==> config.mk <==
export PLATFORM = sky130hd
export DESIGN_NAME = rf_seq
export DESIGN_NICKNAME = d
export VERILOG_FILES = /design/src/rtl/rf_seq_pkg.sv /design/src/rtl/rf_seq_ctr.sv /design/src/rtl/rf_seq.sv
export SDC_FILE = /design/constraint.sdc
export NUM_CORES = 1
export LEC_CHECK = 0
export ABC_AREA = 1
export CAP_MARGIN = 20
export CORE_MARGIN = 2
export CORE_UTILIZATION = 36
export CTS_BUF_LIST = sky130_fd_sc_hd__clkbuf_2 sky130_fd_sc_hd__clkbuf_4 sky130_fd_sc_hd__clkbuf_8
export DETAILED_ROUTE_END_ITERATION = 10
export PLACE_DENSITY_LB_ADDON = 0.15
export SYNTH_ARGS = -nofsm -noshare
export SYNTH_HDL_FRONTEND = slang
export SYNTH_SLANG_ARGS = --single-unit
==> constraint.sdc <==
create_clock -name CLK -period 2.01 [get_ports CLK]
set_clock_uncertainty 0.2 [all_clocks]
set_input_delay 0.201 -clock CLK [delete_from_list [all_inputs] [get_ports CLK]]
set_output_delay 0.201 -clock CLK [all_outputs]
set_load 0.05 [all_outputs]
==> src/rtl/rf_seq_pkg.sv <==
// Shared types and constants for the rf_seq burst sequencer.
package rf_seq_pkg;

   typedef enum logic [1:0] {
      IDLE  = 2'd0,
      WRITE = 2'd1,
      READ  = 2'd2
   } state_e;

   localparam logic OP_WR = 1'b0;
   localparam logic OP_RD = 1'b1;

endpackage

==> src/rtl/rf_seq_ctr.sv <==
// Loadable row pointer / remaining-beat counter for rf_seq.
// ptr wraps modulo numRow; last flags the final beat of a burst (rem == 0).
module rf_seq_ctr #(
   parameter int numRow     = 16,
   parameter int numRowAddr = 4
) (
   input  logic                  CLK,
   input  logic                  RSTB,
   input  logic                  load,
   input  logic [numRowAddr-1:0] addr,
   input  logic [numRowAddr-1:0] len,
   input  logic                  step,
   output logic [numRowAddr-1:0] ptr,
   output logic                  last
);

   logic [numRowAddr-1:0] ptr_q, ptr_d;
   logic [numRowAddr-1:0] rem_q, rem_d;

   // Next pointer/remaining count: load on command, advance on non-final beats.
   always_comb begin
      ptr_d = ptr_q;
      rem_d = rem_q;
      if (load) begin
         ptr_d = addr;
         rem_d = len;
      end else if (step && (rem_q != '0)) begin
         ptr_d = (ptr_q == numRowAddr'(numRow - 1)) ? '0 : ptr_q + 1'b1;
         rem_d = rem_q - 1'b1;
      end
   end

   // Counter registers, cleared by asynchronous reset.
   always_ff @(posedge CLK or negedge RSTB) begin
      if (!RSTB) begin
         ptr_q <= '0;
         rem_q <= '0;
      end else begin
         ptr_q <= ptr_d;
         rem_q <= rem_d;
      end
   end

   assign ptr  = ptr_q;
   assign last = (rem_q == '0);

endmodule

==> src/rtl/rf_seq.sv <==
// Burst sequencer in front of the 16x8 register-file macro: turns
// valid/ready write/read burst commands into RF chip/write enables.
module rf_seq
   import rf_seq_pkg::*;
#(
   parameter int numRow     = 16,
   parameter int numBit     = 8,
   parameter int numRowAddr = 4
) (
   input  logic                  CLK,
   input  logic                  RSTB,
   input  logic                  cmd_valid,
   output logic                  cmd_ready,
   input  logic                  cmd_op,
   input  logic [numRowAddr-1:0] cmd_addr,
   input  logic [numRowAddr-1:0] cmd_len,
   input  logic                  wr_valid,
   output logic                  wr_ready,
   input  logic [numBit-1:0]     wr_data,
   output logic                  rd_valid,
   input  logic                  rd_ready,
   output logic [numBit-1:0]     rd_data,
   output logic                  done,
   output logic                  busy,
   output logic                  CEB,
   output logic                  WEB,
   output logic [numRowAddr-1:0] A,
   output logic [numBit-1:0]     D,
   output logic [numBit-1:0]     BWEB,
   input  logic [numBit-1:0]     Q
);

   state_e                state_q, state_d;
   logic                  done_q, done_d;
   logic                  cmd_hs;
   logic                  beat;
   logic                  last;
   logic [numRowAddr-1:0] ptr;

   assign cmd_hs = (state_q == IDLE) && cmd_valid;
   assign beat   = ((state_q == WRITE) && wr_valid) || ((state_q == READ) && rd_ready);

   rf_seq_ctr #(
      .numRow     (numRow),
      .numRowAddr (numRowAddr)
   ) u_ctr (
      .CLK  (CLK),
      .RSTB (RSTB),
      .load (cmd_hs),
      .addr (cmd_addr),
      .len  (cmd_len),
      .step (beat),
      .ptr  (ptr),
      .last (last)
   );

   // Next state and end-of-burst pulse.
   always_comb begin
      state_d = state_q;
      done_d  = 1'b0;
      case (state_q)
         IDLE: begin
            if (cmd_valid) state_d = (cmd_op == OP_RD) ? READ : WRITE;
         end
         WRITE, READ: begin
            if (beat && last) begin
               state_d = IDLE;
               done_d  = 1'b1;
            end
         end
         default: state_d = IDLE;
      endcase
   end

   // FSM registers, cleared by asynchronous reset (drops any burst in flight).
   always_ff @(posedge CLK or negedge RSTB) begin
      if (!RSTB) begin
         state_q <= IDLE;
         done_q  <= 1'b0;
      end else begin
         state_q <= state_d;
         done_q  <= done_d;
      end
   end

   // Handshake outputs and combinational RF drive.
   always_comb begin
      cmd_ready = (state_q == IDLE);
      wr_ready  = (state_q == WRITE);
      rd_valid  = (state_q == READ);
      busy      = (state_q != IDLE);
      done      = done_q;
      CEB       = (state_q == IDLE);
      WEB       = !((state_q == WRITE) && wr_valid);
      BWEB      = (state_q == WRITE) ? '0 : '1;
      A         = ptr;
      D         = wr_data;
      rd_data   = Q;
   end

endmodule
# Word level (Yosys, flattened, before mapping)
# Index checks and enable logic that the tools add are counted.
# Widths: inputs -> output; s select.
[classes]
n_mul = 0
n_shift = 0
bitwise_logic = 0
n_mux = 12
n_eq_ne = 5
n_div = 0
n_reduce_logical = 14
order_cmp = 0
add_sub_neg = 2
[ops]
columns = ["cell", "count"]
rows = [
  ["$mux 4", 5],
  ["$mux 8", 1],
  ["$mux 2", 3],
  ["$logic_and 1x1->1", 5],
  ["$add 4x1->4 const B", 1],
  ["$eq 4x4->1 const B", 1],
  ["$logic_not 4->1", 1],
  ["$pmux 2 s2", 1],
  ["$reduce_bool 2->1", 2],
  ["$reduce_bool 4->1", 1],
  ["$sub 4x1->4 const B", 1],
  ["$eq 2x1->1 const B", 1],
  ["$eq 2x2->1 const B", 1],
  ["$logic_not 2->1", 1],
  ["$mux 1", 2],
  ["$ne 2x1->1 const B", 1],
  ["$ne 2x2->1 const B", 1],
  ["$reduce_and 2->1", 1],
  ["$reduce_or 2->1", 1],
  ["$logic_not 1->1", 1],
  ["$logic_or 1x1->1", 1],
]
[word_totals]
latch_bits = 0
wordCells = 37
reg_bits = 11
ramBits = 0
mem_count = 0
output_inout_bits = 35
mem_bits_ro = 0

# Depth between registers and ports, before layout
# Gate-level depths: netlist (run 1).
[depth]
word_depth = 6
ltp_mapped = 9
ltp_nobuf = 9

# Cells and area by module
# From an unflattened synthesis (run 1), not the netlist that was laid out.
[unflattened]
cells_unflattened = 130
hier_area_um2 = 978.4
[modules_own_cells]
columns = ["mod", "area_each_um2", "cells_each", "instances"]
rows = [
  ["rf_seq_ctr", 570.5, 78, 1],
  ["rf_seq", 407.9, 52, 1],
]

# Worst setup path after synthesis (run 1)
# No wires, ideal clock.
[synth_timing]
path_type = "register -> register"
start = "reg state_q[1]"
end = "reg u_ctr.ptr_q[0], in the netlist u_ctr.ptr[0]"
period_less_slack_ns = 2.258
setup_slack_ns = -0.248
required_time_ns = 1.684
stages_incl_launch_ff = 10
arrival_time_ns = 1.932
path_cell_list = "dfrtp_1 > inv_1 > ha_1 > nand2_1 > nand2_1 > nand2_2 > nand2_4 > inv_2 > nand2_1 > nand3_1"
[synth_via]
elab_chain_len = 5
word_cells_on_any_way = 10
classes_between = "eq/ne (2); mux (1); reduce/logical (7)"
[synth_rtl]
columns = ["item", "line", "text"]
rows = [
  ["from (decl)", "rf_seq.sv:33", "state_e state_q, state_d;"],
  ["from (signal assigned)", "rf_seq.sv:81", "state_q <= state_d;"],
  ["$eq 2x1->1", "-", ""],
  ["via wr_ready", "rf_seq.sv:18", "output logic wr_ready,"],
  ["$logic_and 1x1->1", "rf_seq.sv:41", "assign beat = ((state_q == WRITE) && wr_valid) || ((state_q == READ) && rd_ready);"],
  ["$logic_or 1x1->1", "rf_seq.sv:41", ""],
  ["$logic_and 1x1->1", "rf_seq_ctr.sv:27", "end else if (step && (rem_q != '0)) begin"],
  ["$reduce_bool 2->1 (no line)", "-", ""],
  ["to (signal assigned)", "rf_seq_ctr.sv:39", "ptr_q <= ptr_d;"],
  ["to (decl)", "rf_seq_ctr.sv:17", "logic [numRowAddr-1:0] ptr_q, ptr_d;"],
]
# The timed path passes the listed nets, and every way through them passes these cells.
# A chain may end at the register's enable or synchronous reset.

# Worst setup path after layout (run 1)
[layout_timing]
start = "reg u_ctr.ptr_q[0], in the netlist u_ctr.ptr[0]"
end = "out A[0]"
[layout_lines]
columns = ["item", "line", "text"]
rows = [
  ["to (decl)", "rf_seq.sv:27", "output logic [numRowAddr-1:0] A,"],
]
# No word-level cell between the ends.

==> impl_metrics.csv, run 1 <==
group,metric,value,unit
critical_path,criticalPathCategory,"reg -> out",
timing,finalHoldViolCount,0,
placement,hpwl,1400,µm
pwr,fin_total_pwr,2.062,mW
detailed_routing,drtIter0Drc,14,
detailed_routing,wire_per_inst,10.65,µm
pwr,vdd_drop_max,0.0009582,V
critical_path,worstPathRequired,1.61,ns
critical_path,crit_fanout,5,
floorplan,start_util,37.77,%
critical_path,crit_path_start,"u_ctr.ptr[0]",
floorplan,io_pins,65,
timing,worst_slew_pin_slew,0.5241,ns
pwr,p_leak,0.5590,nW
clocking,cts_tree,"yes",
timing,whs,0.06960,ns
critical_path,worst-path-buf-inv,1,
critical_path,end_kind,"primary output",
timing,slew_headroom,64.95,%
detailed_routing,drtPass1Iterations,4,
detailed_routing,final_antenna_net_count,0,
critical_path,cpMaxStageDelayCell,"clkdlybuf4s50_1",
logic_synthesis,syn_area,927.1,µm²
critical_path,arrival,1.51,ns
logic_synthesis,synth-compound-area-share,4.453,%
floorplan,die-height,54.75,µm
critical_path,regToRegSetupSlack,0.40,ns
critical_path,critPathTopFamily,"buffers and inverters",
timing,timing.final.crit_share,95.15,%
clocking,clkLatencyLatePin,0.27,ns
logic_synthesis,synth-seq-area-share,29.69,%
cells_and_area,fill_cells,258,
clocking,cts-buffers-inserted,3,
critical_path,r2r-start,"state_q[1]",
cells_and_area,final_cell_mix,"nand2_1 (35), clkdlybuf4s50_1 (17), buf_4 (13), nand3_1 (11), dfrtp_1 (11)",
placement,place.gp.congestion,0.7437,
critical_path,crit_chain,"clkdlybuf4s50_1",
min_path,holdCritPathClass,"in -> async",
cells_and_area,area.growth.synth_to_final,20.11,%
detailed_routing,post-route-drc-count,0,
clocking,clockBufferDepth,2,
clocking,cts_resized,0,
logic_synthesis,syn_nets,158,
pwr,p_per_area,1852,mW/mm²
placement,portBuffers,32,
critical_path,critPathLaunchType,"flop",
logic_synthesis,synthesis.instances,123,
critical_path,r2r-end,"u_ctr.ptr[0]",
detailed_routing,vias,757,
global_route,antenna_found_initial,0,
floorplan,rows,18,
global_route,grtUsageTotal,13.84,%
floorplan,die_area,0.002998,mm²
logic_synthesis,synth_cell_types,19,
cells_and_area,drive_gt1_share,26.87,%
global_route,grt_pass1_vias,680,
logic_synthesis,synth_top_family_by_area,"simple AND/OR/NAND/NOR gates",
timing,fin_crit,1.912,ns
global_route,grt_pass1_wl,2939,µm
detailed_routing,via_per_inst,4.616,
pwr,switching_share,55.44,%
cells_and_area,nets,170,
pwr,p_int,918.9,µW
clocking,post_cts_buffers,0,
pwr,p_switching,1.143,mW
job,drv_cap,0,
logic_synthesis,syn_avg_cell_area,7.538,µm²
clocking,ctsHoldBuffers,0,
critical_path,cp_num_cells,1,
logic_synthesis,synthXorXnorAreaFrac,1.889,%
timing,finalSetupViolations,0,
timing,max_freq,522.9,MHz
pwr,clkPwrFrac,8.2,%
pwr,combPwrFrac,72.1,%
floorplan,die_x,54.75,µm
clocking,path_clk_slew,0.08,ns
global_route,grt_start_max_net_pins,13,
cells_and_area,antennaDiodeCount,0,
logic_synthesis,synth_seq_cells,11,
floorplan,core-area,0.002455,mm²
cells_and_area,layout_commonest_cell,"nand2_1",
timing,drv_slew,0,
critical_path,crit_path_max_incr_delay,0.83,ns
logic_synthesis,synth_fa_ha_area_share,6.748,%
critical_path,r2r_cells,9,
global_route,globalRouteOverflowTotal,0,
outcome,status,"complete, no violations",
clocking,h-tree-depth,1,
critical_path,endpoint,"A[0]",
logic_synthesis,synth_mux_area_share,0,%
detailed_routing,finalWirelength,1746,µm
clocking,cts-root-buf,"clkbuf_4",
timing,setup_tns,0,ns
pwr,seqPwrFrac,19.7,%
clocking,clock-sinks,11,
logic_synthesis,synth-simple-area-share,29.69,%
logic_synthesis,yosysWarnings,0,
cells_and_area,utilization,45.36,%
timing,rsz0062_at_grt,"false",
[sequential cells by signal (all words and copies together), names as in the netlist]
name / cells
done: 1
state_q: 2
u_ctr.ptr: 4
u_ctr.rem_q: 4
[metrics by stage]
step	area, µm²	instances	setup slack [ns]
4_1_cts	1114	164	0.08608
3_5_place_dp	1084	160	0.3976
5_1_grt	1114	164	0.05086
2_1_floorplan	938.4	123	0.07498
3_3_place_gp	1084	160	0.4002
6_report	1114	164	0.09758
[routing by layer]
metal	share of wire [%]	vias up	global-route usage, %
met5	0	-	0
met4	0.23	0	2.917
met3	10	2	4.918
met2	45	46	23.02
met1	44	329	17.06
li1	-	380	-
[logic make-up (layout without fill, tap and decap cells)]
kind of cell	Yosys count	count (layout)
compound gates	6	6
fa+ha+maj	5	5
flops	11	11
xor+xnor	2	2
buf+inv	39	50
simple gates	60	60
[worst min-delay path by stage]
stage / from / endpoint / slack [ns] / cells after the start
3_5_place_dp: wr_data[5] / D[5] / 0.20 / 0
2_1_floorplan: RSTB / done / -0.29 / 0
6_report: RSTB / u_ctr.rem_q[0] / 0.07 / 1
4_1_cts: RSTB / u_ctr.rem_q[3] / 0.09 / 1
3_3_place_gp: wr_data[5] / D[5] / 0.20 / 0
5_1_grt: RSTB / u_ctr.rem_q[3] / 0.13 / 1
[cell usage after synthesis (all sizes together)]
master	instances	area [µm²]
nand2	41	176.4
buf	25	200.2
inv	14	55.06
nand3	12	65.06
dfrtp	11	275.3
o21ai	6	41.29
ha	5	62.56
nor2	5	21.27
or2	2	12.52
xnor2	2	17.52
[area by class of cell]
class	instances	area [µm²]	area share [%]
clock buffer	4	30.03	2.697
inverter	14	58.81	5.281
multi-input combinational	73	404.1	36.29
sequential	11	275.3	24.72
tap	30	37.54	3.371
timing repair buffer	32	307.8	27.64
[power by group through the flow]
stage	combinational, mW	clock [mW]	sequential (mW)
2_1_floorplan	1.13	0	0.531
3_3_place_gp	1.49	0	0.408
3_5_place_dp	1.50	0	0.410
4_1_cts	1.51	0.176	0.407
5_1_grt	1.64	0.183	0.425
6_report	1.49	0.169	0.407
(Power assumes the default switching activity.)
==> run 2, diff against run 1 <==
Settings changed: GPL_TIMING_DRIVEN set to 1.
==> results of run 2 <==
Final layout, timing and power as in run 1 (identical DEF).
